### src/rtl/seven_segment_scanner.sv
// Multiplexed seven-segment scanner: time-slices NUM_DIGITS hex digits onto one segment bus,
// with tear-free frame-synchronous updates, anode dead time and optional leading-zero blanking.
module seven_segment_scanner #(
  parameter int NUM_DIGITS     = 4,
  parameter int CLKS_PER_DIGIT = 25000,
  parameter int DEAD_CLKS      = 16,
  parameter int ACTIVE_LOW     = 1
) (
  input  logic                    i_Clk,
  input  logic                    i_Rst,
  input  logic [4*NUM_DIGITS-1:0] i_Data,
  input  logic                    i_Data_DV,
  input  logic [NUM_DIGITS-1:0]   i_DP,
  input  logic                    i_Blank_En,
  output logic [6:0]              o_Segment,
  output logic                    o_DP,
  output logic [NUM_DIGITS-1:0]   o_Anode,
  output logic                    o_Frame_Done
);

  localparam int CNT_W = $clog2(CLKS_PER_DIGIT);
  localparam int IDX_W = (NUM_DIGITS > 1) ? $clog2(NUM_DIGITS) : 1;
  localparam int WORD_W = 5 * NUM_DIGITS + 1;
  localparam logic [CNT_W-1:0] CNT_LAST = CNT_W'(CLKS_PER_DIGIT - 1);
  localparam logic [CNT_W-1:0] DEAD_END = CNT_W'(DEAD_CLKS);
  localparam logic [IDX_W-1:0] IDX_LAST = IDX_W'(NUM_DIGITS - 1);
  localparam logic             POL      = (ACTIVE_LOW != 0);

  logic [CNT_W-1:0]      cnt_q, cnt_d;
  logic [IDX_W-1:0]      idx_q, idx_d;
  logic [WORD_W-1:0]     pend_q, pend_d;
  logic [WORD_W-1:0]     disp_q, disp_d;
  logic [6:0]            seg_q, seg_d;
  logic                  dp_q, dp_d;
  logic [NUM_DIGITS-1:0] anode_q, anode_d;
  logic                  frame_done_q;

  logic                    frame_end;
  logic [WORD_W-1:0]       in_word;
  logic [4*NUM_DIGITS-1:0] disp_data;
  logic [NUM_DIGITS-1:0]   disp_dp;
  logic                    disp_blank;
  logic [NUM_DIGITS-1:0]   blank_vec;
  logic                    zero_run;
  logic [3:0]              cur_nib;
  logic                    cur_dp;
  logic                    cur_blank;
  logic                    show;
  logic [6:0]              dec_hi;
  logic [NUM_DIGITS-1:0]   anode_hi;

  assign frame_end  = (cnt_q == CNT_LAST) && (idx_q == IDX_LAST);
  assign in_word    = {i_Blank_En, i_DP, i_Data};
  assign disp_data  = disp_q[4*NUM_DIGITS-1:0];
  assign disp_dp    = disp_q[5*NUM_DIGITS-1:4*NUM_DIGITS];
  assign disp_blank = disp_q[WORD_W-1];

  always_comb begin
    cnt_d = cnt_q + 1'b1;
    idx_d = idx_q;
    if (cnt_q == CNT_LAST) begin
      cnt_d = '0;
      idx_d = (idx_q == IDX_LAST) ? '0 : idx_q + 1'b1;
    end
  end

  // A strobe on the boundary cycle bypasses pending, but still lands in pending so
  // the next boundary copy does not resurrect older data.
  always_comb begin
    pend_d = i_Data_DV ? in_word : pend_q;
    disp_d = disp_q;
    if (frame_end) begin
      disp_d = i_Data_DV ? in_word : pend_q;
    end
  end

  // Walk from the most-significant digit down while the digits stay zero.
  always_comb begin
    zero_run  = 1'b1;
    blank_vec = '0;
    for (int k = NUM_DIGITS - 1; k >= 0; k--) begin
      zero_run     = zero_run && (disp_data[4*k +: 4] == 4'd0);
      blank_vec[k] = disp_blank && zero_run && (k != 0);
    end
  end

  always_comb begin
    cur_nib   = 4'd0;
    cur_dp    = 1'b0;
    cur_blank = 1'b0;
    for (int k = 0; k < NUM_DIGITS; k++) begin
      if (idx_q == IDX_W'(k)) begin
        cur_nib   = disp_data[4*k +: 4];
        cur_dp    = disp_dp[k];
        cur_blank = blank_vec[k];
      end
    end
  end

  assign show = (cnt_q >= DEAD_END) && !cur_blank;

  generate
    for (genvar gi = 0; gi < NUM_DIGITS; gi++) begin : g_anode
      assign anode_hi[gi] = show && (idx_q == IDX_W'(gi));
    end
  endgenerate

  always_comb begin
    dec_hi = 7'h00;
    case (cur_nib)
      4'h0: dec_hi = 7'h3F;
      4'h1: dec_hi = 7'h06;
      4'h2: dec_hi = 7'h5B;
      4'h3: dec_hi = 7'h4F;
      4'h4: dec_hi = 7'h66;
      4'h5: dec_hi = 7'h6D;
      4'h6: dec_hi = 7'h7D;
      4'h7: dec_hi = 7'h07;
      4'h8: dec_hi = 7'h7F;
      4'h9: dec_hi = 7'h6F;
      4'hA: dec_hi = 7'h77;
      4'hB: dec_hi = 7'h7C;
      4'hC: dec_hi = 7'h39;
      4'hD: dec_hi = 7'h5E;
      4'hE: dec_hi = 7'h79;
      4'hF: dec_hi = 7'h71;
      default: dec_hi = 7'h00;
    endcase
  end

  always_comb begin
    seg_d   = (show ? dec_hi : 7'h00) ^ {7{POL}};
    dp_d    = (show && cur_dp) ^ POL;
    anode_d = anode_hi ^ {NUM_DIGITS{POL}};
  end

  always_ff @(posedge i_Clk) begin
    if (i_Rst) begin
      cnt_q        <= '0;
      idx_q        <= '0;
      pend_q       <= '0;
      disp_q       <= '0;
      seg_q        <= {7{POL}};
      dp_q         <= POL;
      anode_q      <= {NUM_DIGITS{POL}};
      frame_done_q <= 1'b0;
    end else begin
      cnt_q        <= cnt_d;
      idx_q        <= idx_d;
      pend_q       <= pend_d;
      disp_q       <= disp_d;
      seg_q        <= seg_d;
      dp_q         <= dp_d;
      anode_q      <= anode_d;
      frame_done_q <= frame_end;
    end
  end

  assign o_Segment    = seg_q;
  assign o_DP         = dp_q;
  assign o_Anode      = anode_q;
  assign o_Frame_Done = frame_done_q;

endmodule

### config.mk
export PLATFORM = sky130hd
export DESIGN_NAME = seven_segment_scanner
export DESIGN_NICKNAME = d
export VERILOG_FILES = /design/src/rtl/seven_segment_scanner.sv
export SDC_FILE = /design/constraint.sdc
export NUM_CORES = 1
export LEC_CHECK = 0
export CAP_MARGIN = 20
export CORE_MARGIN = 2
export CORE_UTILIZATION = 56
export DETAILED_ROUTE_END_ITERATION = 12
export PLACE_DENSITY = 0.76
export SLEW_MARGIN = 30
export SYNTH_ARGS = -nofsm -noshare
export SYNTH_HDL_FRONTEND = slang
export SYNTH_SLANG_ARGS = --single-unit
### constraint.sdc
create_clock -name i_Clk -period 2.44 [get_ports i_Clk]
set_clock_uncertainty 0.15 [all_clocks]
set_input_delay 0.366 -clock i_Clk [delete_from_list [all_inputs] [get_ports i_Clk]]
set_output_delay 0.366 -clock i_Clk [all_outputs]
set_load 0.01 [all_outputs]
# Word-level counts from Yosys, hierarchy flattened
# Memories as Yosys holds them, arrays and structs flattened.
# Cells that the tools add are included.
[word_totals]
register_bits = 72
romBits = 112
out_inout_bits = 13
mem_count = 1
[memory_table]
columns = ["memory", "depth", "width", "rd", "rd_ports_with_merged_regs", "wr", "line_no", "text"]
rows = [
  ["(no name shown)", 16, 7, 1, 0, 0, "110", "case (cur_nib)"],
]
[op_classes]
n_addsub = 2
order_cmp = 1
eq_ne = 4
mux = 14
bitwise_logic = 3
reduce_logical = 18
[op_table]
columns = ["operator", "n"]
rows = [
  ["two-way mux 21 bit", 1],
  ["two-way mux 4 bit", 4],
  ["adder 15 x 1 -> 15 bit, second input constant", 1],
  ["equality test 15 bit, second input constant", 1],
  ["greater-or-equal comparator 15 x 5 -> 1 bit, second input constant", 1],
  ["logical AND 1 bit", 12],
  ["logical NOT 4 bit", 3],
  ["two-way mux 1 bit", 7],
  ["two-way mux 7 bit", 1],
  ["NOT 7 bit", 1],
  ["equality test 2 bit, second input constant", 2],
  ["NOT 4 bit", 1],
  ["adder 2 x 1 -> 2 bit, second input constant", 1],
  ["equality test 2 x 1 -> 1 bit, second input constant", 1],
  ["logical NOT 2 bit", 1],
  ["two-way mux 2 bit", 1],
  ["OR reduction 2 bit", 1],
  ["logical NOT 1 bit", 1],
  ["NOT 1 bit", 1],
]

# Depth between registers and ports, before layout
# Gate-level depths: netlist of run 1.
[logic_depth]
depth_word = 11
depth_mapped = 10

# Worst setup path after synthesis of run 1
# No wires, ideal clock.
[synth_timing]
path_kind = "register to register"
startpoint = "reg idx_q[1]"
endpoint = "reg seg_q[5] (netlist: o_Segment[5])"
arrival_ns = 1.927
t_required_ns = 2.228
setup_slack_ns = 0.301
stages_incl_launch_ff = 11
period_less_slack_ns = 2.139
path_cell_list = "dfxtp_1 inv_1 ha_1 buf_6 nand3b_1 a221o_1 inv_1 ha_1 nor2_1 a211o_1 nand3_1"
[synth_via]
elab_chain_len = 8
[synth_rtl]
columns = ["item", "line_no", "text"]
rows = [
  ["start: declaration", "30", "logic [IDX_W-1:0] idx_q, idx_d;"],
  ["start signal: assignment", "149", "idx_q <= idx_d;"],
  ["logical NOT 2 bit / equality test 2 x 1 -> 1 bit (equally long branches)", "92", "if (idx_q == IDX_W'(k)) begin"],
  ["two-way mux 4 bit / two-way mux 1 bit (equally long branches) (3 in a row)", "92", ""],
  ["two-way mux 4 bit / logical NOT 1 bit (equally long branches)", "92, 100", ""],
  ["memory read (16 x 7 bit) / logical AND 1 bit (equally long branches)", "-", ""],
  ["two-way mux 7 bit *", "132", "seg_d = (show ? dec_hi : 7'h00) ^ {7{POL}};"],
  ["NOT 7 bit (no source line) *", "-", ""],
  ["end signal: assignment", "143", "seg_q <= {7{POL}};"],
  ["end signal: assignment", "152", "seg_q <= seg_d;"],
  ["end: declaration", "33", "logic [6:0] seg_q, seg_d;"],
]
# Every way passes the cells marked *; elsewhere a longest branch is shown, timed or not.
# A chain may end at the register's enable or synchronous reset.

# Worst setup path after layout of run 1
# Same ends and word-level chain as after synthesis.

==> impl_metrics.py, run 1 <==
metrics = {
    "sta": {
        "finalMaxSlewViolations": 0,
        "setup_tns_ps": 0,
        "fin_crit_ps": 2310,
        "max_slew.worst_pin.slew_ps": 565,
        "fmax_mhz": 433,
        "setup_ws_ps": 131,
        "max-slew-margin-rel": 0.624,
        "finalSetupViolCount": 0,
        "hold_viol_final": 0,
        "fin_crit_sh": 0.946,
    },
    "synth": {
        "synth_mux_area_frac": 0.163,
        "synth_seq_cells": 72,
        "syn_inst": 331,
        "synthArstFlopShare": 0,
        "synth-edff-count": 0,
        "netlist_area_mm2": 0.00332,
        "synthDistinctLibCells": 46,
        "synth_nets": 367,
        "yosys_warnings": 0,
        "synth_fa_ha_area_frac": 0.0453,
        "synth_compound_area_frac": 0.0536,
        "synth-simple-area-share": 0.217,
        "synth_top_family_by_area": "simple AND/OR/NAND/NOR gates",
        "yosys_most_used_dff": "dfxtp_1",
        "syn_avg_cell_area_um2": 10.0,
        "synth_xor_area_frac": 0.0343,
        "seq_area_frac_synth": 0.435,
    },
    "clock_network": {
        "ctsHoldBuffers": 0,
        "clk_path_buf_depth": 2,
        "clock_sinks": 72,
        "post-cts-setup-buffers": 0,
        "cts_tree": "done",
        "cts_buffers": 9,
        "clock_latency_ps": 340,
        "cts.clk_slew.worst_paths_ps": 70,
        "htree_levels": 3,
        "cts_resized": 0,
        "root_buffer": "clkbuf_8",
    },
    "global_route": {
        "antenna_found_initial": 0,
        "grt_overflow": 0,
        "grt_max_degree": 49,
        "top_usage_layer": "met2",
        "grt_use_met3": 0.0567,
        "grt_usage": 0.191,
        "first_global_vias": 2054,
        "grt_pass1_wl_mm": 9.56,
        "grt_util_met2": 0.303,
        "grt_util_met1": 0.247,
    },
    "power_and_ir_drop": {
        "p_sw_frac": 0.213,
        "combPwrFrac": 0.053,
        "p_seq_frac": 0.542,
        "finalPower_w": 0.00223,
        "p_sw_w": 0.000474,
        "p_per_area_mw_per_mm2": 571,
        "intPower_w": 0.00175,
        "clock_power_share": 0.405,
        "leakagePower_nw": 1.60,
        "peakVddDrop_mv": 0.334,
    },
    "floorplanning": {
        "die_h_um": 80.9,
        "coreArea_mm2": 0.00582,
        "dieArea_mm2": 0.00655,
        "io_pins": 37,
        "start_util": 0.570,
        "die_w_um": 80.9,
        "fp-row-count": 28,
    },
    "worst_setup_path": {
        "path_cells": "inv_1 > ha_2 > nand3b_1 > a221o_2 > inv_1 > ha_1 > nor2_1 > a211o_1 > nand3_1",
        "critical_path.most_common_cell": "inv_1",
        "crit_type": "register to register",
        "crit_path_max_incr_delay_ps": 420,
        "cp_slowest_cell": "a221o_2",
        "cp.arrival_ps": 2440,
        "start_kind": "register",
        "required_ps": 2570,
        "critPathMaxFanout": 12,
        "endpoint_kind": "register",
    },
    "finish": {
        "syn2layout_area_growth_pct": 17.7,
        "final_common_cell": "dfxtp_1",
        "nFillCells": 484,
        "drive_gt1_frac": 0.140,
        "final_cell_mix": "dfxtp_1 (72), nor2_1 (51), clkdlybuf4s50_1 (36)",
        "seq_area_mm2": 0.00144,
        "final_area_mm2": 0.00390,
        "nets": 403,
        "antenna_cells": 0,
        "final_util": 0.671,
        "multi_input_area_mm2": 0.00171,
    },
    "place": {
        "io_buffer_count": 36,
        "gp_congestion": 0.914,
        "dp_hpwl_mm": 4.08,
        "pre_cts_slack_ps": 108,
        "post_dp_cell_area_mm2": 0.00371,
    },
    "routing": {
        "detail_route.vias_per_cell": 5.13,
        "drc": 0,
        "routed_wl_mm": 5.83,
        "vias": 2287,
        "avgRoutedWirePerCell_um": 13.1,
        "drt-pass1-iter-count": 4,
        "ant_nets": 0,
        "drtIter0Drc": 120,
    },
    "flow_run": {
        "maxCapViolations": 0,
    },
    "hold_path": {
        "hold_class": "register to register",
    },
    "outcome": {
        "status": "finished, final reports clean",
    },
}
==> power by group through the flow <==
stage / Clock [W] / Combinational, W / Sequential, W
finish: 0.000903 / 0.000117 / 0.00121
global route: 0.000968 / 0.000129 / 0.00121
CTS: 0.000921 / 0.000119 / 0.00121
detailed placement: 0 / 0.000119 / 0.00124
global placement: 0 / 0.000116 / 0.00124
floorplan: 0 / 0.0000664 / 0.00123
==> sequential cells by signal, summed over array words and instances, names as in the netlist <==
name and flops:
disp_q 21, pend_q 21, cnt_q 15, o_Segment 7, o_Anode 4, idx_q 2
o_DP 1, o_Frame_Done 1
==> final cells by class <==
| class | instances | area share |
|---|---|---|
| clock buffers | 11 | 0.0362 |
| clock inverters | 4 | 0.0115 |
| inverters | 11 | 0.0106 |
| multi-input cells | 231 | 0.438 |
| flip-flops and latches | 72 | 0.369 |
| well taps | 75 | 0.0240 |
| repair buffers | 42 | 0.110 |
==> Yosys cell counts (2+ instances only) <==
cell | number | area share
ha_1 | 12 | 0.045
inv_1 | 11 | 0.012
o21ai_0 | 2 | 0.0030
buf_2 | 6 | 0.0091
xor2_1 | 4 | 0.011
nand2_1 | 24 | 0.027
a311o_1 | 2 | 0.0060
clkbuf_8 | 3 | 0.012
nor3b_1 | 4 | 0.0091
nor2_1 | 51 | 0.058
xnor2_1 | 9 | 0.024
nand2b_1 | 3 | 0.0057
a21oi_1 | 4 | 0.0060
buf_6 | 4 | 0.014
nand4_1 | 2 | 0.0038
mux2i_1 | 23 | 0.069
nand3b_1 | 5 | 0.011
nor2b_1 | 21 | 0.040
o211ai_1 | 3 | 0.0068
nor4_1 | 4 | 0.0075
mux2_4 | 20 | 0.091
nor3_1 | 5 | 0.0075
dfxtp_1 | 72 | 0.43
clkbuf_1 | 4 | 0.0045
nand3_1 | 10 | 0.015
a221o_1 | 2 | 0.0060
a211oi_1 | 2 | 0.0045
==> final timing paths <==
path                         startpoint                       to  slack, ps  depth (start not counted)
hold / removal      cnt_q[0]$_SDFF_PP0_      cnt_q[0]$_SDFF_PP0_        320                          1
hold reg to reg     cnt_q[0]$_SDFF_PP0_      cnt_q[0]$_SDFF_PP0_        320                          1
setup reg to reg  idx_q[1]$_SDFFE_PP0N_  o_Segment[5]$_SDFF_PP1_        130                          9
setup / recovery  idx_q[1]$_SDFFE_PP0N_  o_Segment[5]$_SDFF_PP1_        130                          9
==> critical path: cells and delay by family (launching register included) <==
family	cells	cell delay [ps]
compound gates	2	710
fa+ha+maj	2	450
buf+inv	2	200
flops	1	380
simple gates	3	350
==> per-stage QoR <==
stage	hold WS (ps)	std cells
after floorplan	280	331
after global placement	293	431
after detailed placement	306	431
after CTS	323	446
after global routing	342	446
final	317	446
==> logic make-up (layout without fill, tap and decap cells) <==
family,after synthesis,count (layout)
simple gates,139,139
flops,72,72
xor+xnor,13,13
mux,44,44
fa+ha+maj,12,12
compound gates,23,23
buf+inv,28,68
==> metal layers <==
layer | routed length (um) | part of all wire
met1 | 2870 | 0.49
met2 | 2710 | 0.46
met3 | 168 | 0.029
met4 | 85 | 0.015
met5 | 0 | 0
No activity file was read; power rests on OpenSTA's default activity.
==> run 2, diff against run 1 <==
--- a/config.mk
+++ b/config.mk
@@ -8,8 +8,10 @@
 export CAP_MARGIN = 20
 export CORE_MARGIN = 2
 export CORE_UTILIZATION = 56
+export CTS_CLUSTER_SIZE = 16
 export DETAILED_ROUTE_END_ITERATION = 12
 export PLACE_DENSITY = 0.76
+export SETUP_SLACK_MARGIN = 0.1
 export SLEW_MARGIN = 30
 export SYNTH_ARGS = -nofsm -noshare
 export SYNTH_HDL_FRONTEND = slang
==> run 2 against run 1 <==
Compared with the run above: worst setup slack better by 86 ps; via count is 1.3% higher; final cell count is 0.90% higher; die area stayed put; critical path type unchanged; largest cell class unchanged.
==> impl_metrics.py, run 2 (same netlist as run 1, synthesis figures left out) <==
metrics = {
    "outcome": {
        "status": "finished, final reports clean",
    },
    "worst_setup_path": {
        "cp_num_buf_inv": 2,
        "crit_path_max_incr_delay_ps": 410,
        "start_kind": "register",
        "critical_path.most_common_cell": "nand2_1",
        "crit_type": "register to register",
        "reg2reg_setup_slack_ps": 220,
        "required_ps": 2570,
        "cp_slowest_cell": "dfxtp_1",
        "critPathMaxFanout": 10,
        "crit_family": "adder cells",
        "endpoint_kind": "register",
        "path_cells": "inv_1 > ha_2 > nor3b_1 > a221o_1 > buf_4 > ha_1 > nand2_1 > a32o_1 > nand2_1",
        "cp.arrival_ps": 2360,
    },
    "power_and_ir_drop": {
        "peakVddDrop_mv": 0.334,
        "leakagePower_nw": 1.61,
        "p_per_area_mw_per_mm2": 566,
    },
    "clock_network": {
        "clock_sinks": 72,
        "root_buffer": "clkbuf_8",
        "clock_latency_ps": 340,
        "cts_buffers": 9,
        "cts_tree": "done",
        "clk_path_buf_depth": 2,
        "htree_levels": 3,
        "cts.clk_slew.worst_paths_ps": 70,
    },
    "sta": {
        "fin_crit_ps": 2220,
        "max_slew.worst_pin.slew_ps": 566,
        "fmax_mhz": 450,
        "setup_ws_ps": 217,
        "holdWs_ps": 317,
        "finalSetupViolCount": 0,
        "fin_crit_sh": 0.911,
        "hold_viol_final": 0,
        "setup_tns_ps": 0,
        "rsz0062_at_grt": "no",
        "max-slew-margin-rel": 0.623,
        "finalMaxSlewViolations": 0,
    },
    "routing": {
        "avgRoutedWirePerCell_um": 13.1,
        "drtIter0Drc": 132,
        "drt-pass1-iter-count": 4,
        "routed_wl_mm": 5.88,
        "drc": 0,
        "vias": 2317,
        "ant_nets": 0,
        "detail_route.vias_per_cell": 5.15,
    },
    "finish": {
        "nFillCells": 479,
        "final_area_mm2": 0.00394,
        "drive_gt1_frac": 0.155,
        "syn2layout_area_growth_pct": 18.8,
        "antenna_cells": 0,
        "final_cell_mix": "dfxtp_1 (71), nor2_1 (51), clkdlybuf4s50_1 (36)",
        "nets": 407,
        "largestRegisters": "disp_q x21, pend_q x21, cnt_q x15",
        "final_common_cell": "dfxtp_1",
    },
    "floorplanning": {
        "start_util": 0.570,
        "die_h_um": 80.9,
        "fp-row-count": 28,
        "dieArea_mm2": 0.00655,
        "io_pins": 37,
        "coreArea_mm2": 0.00582,
        "die_w_um": 80.9,
    },
    "place": {
        "gp_congestion": 0.914,
        "dp_hpwl_mm": 4.08,
        "io_buffer_count": 36,
        "pre_cts_slack_ps": 108,
        "post_dp_cell_area_mm2": 0.00371,
    },
    "global_route": {
        "grt_usage": 0.192,
        "antenna_found_initial": 0,
        "first_global_vias": 2058,
        "grt_max_degree": 49,
        "grt_overflow": 0,
        "grt_pass1_wl_mm": 9.61,
    },
    "flow_run": {
        "maxCapViolations": 0,
    },
    "hold_path": {
        "hold_class": "register to register",
    },
}
run 2: cell types whose count changed in the layout (fill, tap and decap cells not counted), sizes merged:
| cell | delta |
|---|---|
| buf | +4 |
run 2: layout make-up:
class | count | area [um2] | share of cell area
multi-input cells | 231 | 1710 | 0.435
flip-flops and latches | 72 | 1440 | 0.366
repair buffers | 46 | 460 | 0.117
clock buffers | 11 | 141 | 0.0359
well taps | 75 | 93.8 | 0.0238
clock inverters | 4 | 45.0 | 0.0114
inverters | 11 | 41.3 | 0.0105
run 2: worst register-to-register path, stage by stage, from the launching register on:
cell     delay [ps]
dfxtp_1         410
inv_1            90
ha_2            250
nor3b_1         160
a221o_1         330
buf_4           170
ha_1            290
nand2_1          60
a32o_1          210
nand2_1          60
run 2: path summary, 6_finish.rpt:
path | from | to | cells past startpoint
setup reg to reg | idx_q[0]$_SDFFE_PP0N_ | o_Segment[3]$_SDFF_PP1_ | 9
hold reg to reg | cnt_q[0]$_SDFF_PP0_ | cnt_q[0]$_SDFF_PP0_ | 1
hold / removal | cnt_q[0]$_SDFF_PP0_ | cnt_q[0]$_SDFF_PP0_ | 1
setup / recovery | idx_q[0]$_SDFFE_PP0N_ | o_Segment[3]$_SDFF_PP1_ | 9
run 2: power by group:
| group | total [W] | internal, W | leakage [nW] | switching (W) |
|---|---|---|---|---|
| Combinational | 0.000117 | 0.0000654 | 0.928 | 0.0000519 |
| Sequential | 0.00121 | 0.00120 | 0.586 | 0.00000958 |
| Clock | 0.000902 | 0.000490 | 0.0989 | 0.000412 |
| Total | 0.00223 | 0.00175 | 1.61 | 0.000474 |
run 2: per-layer routing:
layer	track usage	up-vias	routed length [um]
li1	-	1199	-
met1	0.249	1077	2910
met2	0.304	33	2700
met3	0.0567	8	187
met4	0.0712	0	87
met5	0	-	0
run 2: metrics by stage:
step	util	cells	total power (W)
floorplan	-	331	0.00130
global placement	0.638	431	0.00135
detailed placement	0.638	431	0.00136
CTS	0.672	447	0.00225
global route	0.677	450	0.00231
finish	0.677	450	0.00223
run 2: repair_timing:
| action | CTS | global route |
|---|---|---|
| endpoints found under the setup margin | 1 | 5 |
| setup buffers | 1 | 3 |
| pin swaps | 1 | 2 |
| hold buffers | 0 | 0 |
| gates resized for setup | 3 | 5 |
==> run 3, diff against run 2 <==
--- a/config.mk
+++ b/config.mk
@@ -5,8 +5,6 @@
 export SDC_FILE = /design/constraint.sdc
 export NUM_CORES = 1
 export LEC_CHECK = 0
-export CAP_MARGIN = 20
-export CORE_MARGIN = 2
 export CORE_UTILIZATION = 56
 export CTS_CLUSTER_SIZE = 16
 export DETAILED_ROUTE_END_ITERATION = 12
==> run 3 against run 2 <==
Compared with the run above: global-route usage rose by 2.4 points; worst setup slack improved by 7.4 ps; non-clock buffer count fell by 2; clock power rose by 14%; core utilization rose by 2.9 points; critical endpoint is now o_Segment[5]$_SDFF_PP1_.
==> impl_metrics.py, run 3 (same netlist as run 1, synthesis figures left out) <==
metrics = {
    "routing": {
        "drtIter0Drc": 120,
        "ant_nets": 0,
        "routed_wl_mm": 6.17,
        "vias": 2406,
        "detail_route.vias_per_cell": 5.39,
        "avgRoutedWirePerCell_um": 13.8,
        "drt-pass1-iter-count": 4,
        "drc": 0,
    },
    "sta": {
        "hold_viol_final": 0,
        "finalMaxSlewViolations": 0,
        "setup_tns_ps": 0,
        "fin_crit_sh": 0.908,
        "rsz0062_at_grt": "no",
        "fin_crit_ps": 2220,
        "fmax_mhz": 451,
        "finalSetupViolCount": 0,
        "max-slew-margin-rel": 0.658,
        "max_slew.worst_pin.slew_ps": 513,
    },
    "worst_setup_path": {
        "cp.arrival_ps": 2350,
        "cp_slowest_cell": "a221o_1",
        "crit_start": "idx_q[1]$_SDFFE_PP0N_",
        "rr_startpoint": "idx_q[1]$_SDFFE_PP0N_",
        "crit_path_max_incr_delay_ps": 380,
        "cp_num_buf_inv": 2,
        "endpoint_kind": "register",
        "crit_family": "compound AO/OA/AOI/OAI gates",
        "start_kind": "register",
        "path_cells": "inv_1 > ha_2 > nand3b_1 > a221o_1 > inv_1 > ha_1 > nor2_1 > a211o_1 > nand3_1",
        "crit_type": "register to register",
        "critPathMaxFanout": 12,
        "required_ps": 2580,
        "critical_path.most_common_cell": "inv_1",
    },
    "global_route": {
        "first_global_vias": 2271,
        "antenna_found_initial": 0,
        "grt_max_degree": 49,
        "grt_use_met3": 0.0586,
        "grt_usage": 0.216,
        "grt_pass1_wl_mm": 10.3,
        "grt_util_met1": 0.270,
        "top_usage_layer": "met2",
        "grt_util_met2": 0.352,
        "grt_overflow": 0,
    },
    "floorplanning": {
        "fp-row-count": 27,
        "coreArea_mm2": 0.00561,
        "die_w_um": 78.9,
        "io_pins": 37,
        "die_h_um": 78.9,
        "start_util": 0.591,
        "dieArea_mm2": 0.00623,
    },
    "power_and_ir_drop": {
        "finalPower_w": 0.00236,
        "p_per_area_mw_per_mm2": 595,
        "leakagePower_nw": 1.62,
        "peakVddDrop_mv": 0.441,
    },
    "finish": {
        "nets": 405,
        "final_cell_mix": "dfxtp_1 (70), nor2_1 (51), clkdlybuf4s50_1 (36)",
        "antenna_cells": 0,
        "final_common_cell": "dfxtp_1",
        "drive_gt1_frac": 0.158,
        "largestRegisters": "disp_q x21, pend_q x21, cnt_q x15",
        "syn2layout_area_growth_pct": 19.4,
        "final_area_mm2": 0.00396,
    },
    "outcome": {
        "status": "finished, final reports clean",
    },
    "clock_network": {
        "clk_path_buf_depth": 2,
        "cts.clk_slew.worst_paths_ps": 80,
        "root_buffer": "clkbuf_8",
        "cts_tree": "done",
        "clock_latency_ps": 340,
        "cts_buffers": 9,
        "clock_sinks": 72,
        "htree_levels": 3,
    },
    "place": {
        "gp_congestion": 0.847,
        "io_buffer_count": 36,
        "post_dp_cell_area_mm2": 0.00370,
        "dp_hpwl_mm": 4.17,
    },
    "hold_path": {
        "hold_class": "register to register",
        "min-delay-start": "cnt_q[0]$_SDFF_PP0_",
    },
    "flow_run": {
        "maxCapViolations": 0,
    },
}
-- run 3: power by group --
| group | total [W] | switching, W | internal, W |
|---|---|---|---|
| logic | 0.000115 | 0.0000508 | 0.0000645 |
| registers | 0.00121 | 0.00000995 | 0.00120 |
| clock network | 0.00103 | 0.000455 | 0.000577 |
| total | 0.00236 | 0.000516 | 0.00184 |
-- run 3: layout make-up --
class / count / area (um2)
inverters: 11 / 41.3
clock inverters: 7 / 95.1
clock buffers: 9 / 124
well taps: 72 / 90.1
repair buffers: 44 / 445
fillers: 460 / 1650
flip-flops and latches: 72 / 1440
multi-input cells: 231 / 1720
-- run 3: layer usage --
| metal | vias up | part of all wire |
|---|---|---|
| li1 | 1202 | - |
| met1 | 1145 | 0.46 |
| met2 | 48 | 0.48 |
| met3 | 11 | 0.033 |
| met4 | 0 | 0.019 |
| met5 | - | 0 |
-- run 3: worst paths after layout --
path	cells after the start	end	slack (ps)
hold / removal	1	cnt_q[0]$_SDFF_PP0_	330
setup / recovery	9	o_Segment[5]$_SDFF_PP1_	220
setup reg to reg	9	o_Segment[5]$_SDFF_PP1_	220
hold reg to reg	1	cnt_q[0]$_SDFF_PP0_	330
-- run 3: per-stage QoR --
step           utilization  hold WS (ps)  std cells  setup WS, ps
6_report             0.706           327        446           224
5_1_grt              0.706           369        446           108
4_1_cts              0.702           341        445           170
3_5_place_dp         0.659           323        427          61.5
3_3_place_gp         0.659           293        427           201
2_1_floorplan            -           280        331           301
-- run 3: worst reg2reg max path: stages, from the launching register on --
cell and delay, ps:
dfxtp_2 360, inv_1 60, ha_2 230, nand3b_1 170
a221o_1 380, inv_1 150, ha_1 210, nor2_1 70
a211o_1 290, nand3_1 80
-- run 3: repair_timing --
item / 4_1_cts / 5_1_grt
resized for setup: 3 / 5
setup buffers: 2 / 1
pin swaps: 1 / 1
hold buffers: 0 / 0
setup endpoints to repair: 3 / 9
==> RTL change: new RTL, flow settings as in run 3 <==
Add an input register stage for `i_Data`, `i_Data_DV`, `i_DP` and `i_Blank_En`, without a reset; this delays them by one clock.
--- a/src/rtl/seven_segment_scanner.sv
+++ b/src/rtl/seven_segment_scanner.sv
@@ -27,4 +27,16 @@
   localparam logic             POL      = (ACTIVE_LOW != 0);
 
+  logic [4*NUM_DIGITS-1:0] i_Data_q;
+  logic i_Data_DV_q;
+  logic [NUM_DIGITS-1:0] i_DP_q;
+  logic i_Blank_En_q;
+
+  always_ff @(posedge i_Clk) begin
+    i_Data_q     <= i_Data;
+    i_Data_DV_q  <= i_Data_DV;
+    i_DP_q       <= i_DP;
+    i_Blank_En_q <= i_Blank_En;
+  end
+
   logic [CNT_W-1:0]      cnt_q, cnt_d;
   logic [IDX_W-1:0]      idx_q, idx_d;
@@ -51,5 +63,5 @@
 
   assign frame_end  = (cnt_q == CNT_LAST) && (idx_q == IDX_LAST);
-  assign in_word    = {i_Blank_En, i_DP, i_Data};
+  assign in_word    = {i_Blank_En_q, i_DP_q, i_Data_q};
   assign disp_data  = disp_q[4*NUM_DIGITS-1:0];
   assign disp_dp    = disp_q[5*NUM_DIGITS-1:4*NUM_DIGITS];
@@ -68,8 +80,8 @@
   // the next boundary copy does not resurrect older data.
   always_comb begin
-    pend_d = i_Data_DV ? in_word : pend_q;
+    pend_d = i_Data_DV_q ? in_word : pend_q;
     disp_d = disp_q;
     if (frame_end) begin
-      disp_d = i_Data_DV ? in_word : pend_q;
+      disp_d = i_Data_DV_q ? in_word : pend_q;
     end
   end
Check against the original RTL: no difference found for any inputs over 10 cycles, from zero or initial values and one cycle with i_Rst high; that may be too few to reach the edited logic, so the function may still have changed.
==> RTL change against run 3 <==
Worst hold slack worse by 0.034 ns. Synthesized area is 4.1% higher. Routed wire length is 0.50% lower. Sequential cell count is 22 higher. Utilization is 0.62 points lower. Combinational power is 3% higher. Design area is 4.6% higher. Sequential power is 31% higher. Setup slack worse by 0.032 ns. Power is 17% higher. Critical endpoint is now o_Segment[3]. Largest power group unchanged.
==> RTL change: results (changes against run 3) <==
[critical_path]
rr_worst_depth = 9  ; unchanged
cp_max_fo = 12  ; unchanged
critPathMaxStageDelay_ns = 0.39
arrival_ns = 2.34
path_delay_family = compound AO/OA/AOI/OAI gates  ; unchanged
cp_slowest_cell = dfxtp_1  ; was a221o_1

[pwr]
swShare_pct = 21.68  ; was 21.91%
p_comb_share_pct = 4.3  ; was 4.9%
power.leakage_nw = 1.616  ; was 1.621 nW
p_seq_share_pct = 57.8  ; was 51.3%
irDropWorstVdd_mv = 0.5344  ; was 0.4405 mV

[synthesis]
yosysSeqAreaShare_pct = 54.53  ; was 43.47%
synth.avg_cell_area_um2 = 10.59  ; was 10.02 um^2
ys_top_cells_by_area = dfxtp_1 (55%), mux2i_1 (6.7%), o2bb2ai_1 (5.1%)  ; was dfxtp_1 (43%), mux2_4 (9.1%), mux2i_1 (6.9%)
synth_cell_types = 44  ; was 46
postSynthNetCount = 362  ; was 367
async_flop_share_pct = 0  ; unchanged
synthFlopType = dfxtp_1  ; unchanged
ys_warn_count = 0  ; unchanged
synthTopCellsByCount = dfxtp_1 (94), nor2_1 (38), nand2_1 (27)  ; was dfxtp_1 (72), nor2_1 (51), nand2_1 (24)

[place]
place.port_buffers = 36  ; unchanged
dp_hpwl_mm = 4.236  ; was 4.169 mm
gp_congestion = 0.9046  ; was 0.8469
place_inst = 430  ; was 427

[clock_network]
post_cts.repair.setup_buffers = 0  ; was 2
insertion_delay_ns = 0.35
clockBufferDepth = 2  ; unchanged
clock-root-buffer = clkbuf_8  ; unchanged
cts_made_buffers = 9  ; unchanged
clkTransAtPathRegs_ns = 0.09
htree_levels = 3  ; unchanged

[timing]
tightestPinTransition_ns = 0.4099  ; was 0.5128 ns

[global_routing]
track_usage_pct = 21.27  ; was 21.59%
globalRouteMet2Util_pct = 34.92  ; was 35.22%
met1_usage_pct = 25.36  ; was 26.96%
met3_usage_pct = 6.364  ; was 5.862%
grt_antenna_before_repair = 0  ; unchanged
grt_max_degree = 22  ; was 49
grt_pass1_vias = 2321  ; was 2271
grt_first_pass_wirelength_mm = 10.38  ; was 10.27 mm

[detailed_routing]
totalWireLength_mm = 6.136  ; was 6.167 mm
vias = 2417  ; was 2406
wire_per_inst_um = 13.76  ; was 13.83 um
first_iter_violations = 135  ; was 120
first_pass_iters = 4  ; unchanged

[hold_path]
min_path_cells = 1  ; unchanged
min_path_type = in2reg  ; was reg2reg

[finish]
fillCellCount = 450  ; was 460
diodes = 0  ; unchanged
drive_gt1_share_pct = 11.59  ; was 15.78%
top_regs = disp_q (21), pend_q (21), i_Data_q (16)  ; was disp_q (21), pend_q (21), cnt_q (15)
finalNetCount = 402  ; was 405

[status]
outcome = completed  ; unchanged

[RTL change: what timing repair did]
action                                  in CTS  in global routing
hold buffers                                 0                  0
gates resized for setup                      0                 11
endpoints found under the setup margin       0                  7
hold endpoints to repair                     0                  0
[RTL change: worst paths after layout]
check                 start            to  slack, ns
setup / recovery   idx_q[1]  o_Segment[3]       0.19
hold / removal    i_Data[9]   i_Data_q[9]       0.29
setup reg to reg   idx_q[1]  o_Segment[3]       0.19
hold reg to reg    cnt_q[0]      cnt_q[0]       0.32
[RTL change: logic make-up (layout without fill, tap and decap cells)]
group / Yosys count / count (layout) / synth area share [%]
adder cells (fa/ha/maj): 12 / 12 / 4.351
flip-flops: 94 / 94 / 54.53
AO/OA/AOI/OAI: 44 / 44 / 10.44
buffers and inverters: 29 / 74 / 4.170
AND/OR/NAND/NOR: 110 / 110 / 16.28
multiplexers: 23 / 23 / 6.671
XOR/XNOR: 14 / 14 / 3.553
[RTL change: cell type report]
cell class | count | share of cell area, %
clock buffer | 11 | 3.414
timing repair buffer | 48 | 10.88
inverter | 10 | 0.9063
sequential | 94 | 45.47
tap | 75 | 2.266
clock inverter | 5 | 1.541
multi-input combinational | 203 | 35.53
[RTL change: stage by stage]
stage / power [mW] / area (um^2) / util (%) / worst slack [ns]
floorplan: 1.691 / 3456 / - / 0.1634
global placement: 1.741 / 3894 / 65.77 / 0.2437
detailed placement: 1.745 / 3894 / 65.77 / 0.1265
CTS: 2.777 / 4099 / 69.23 / 0.1029
global route: 2.860 / 4141 / 69.95 / 0.08427
finish: 2.750 / 4141 / 69.95 / 0.1927
[RTL change: routing by layer]
layer  up-vias  wire length (um)
met5         -                 0
met4         0               128
met3        14               270
met2        57              2939
met1      1132              2798
li1       1214                 -
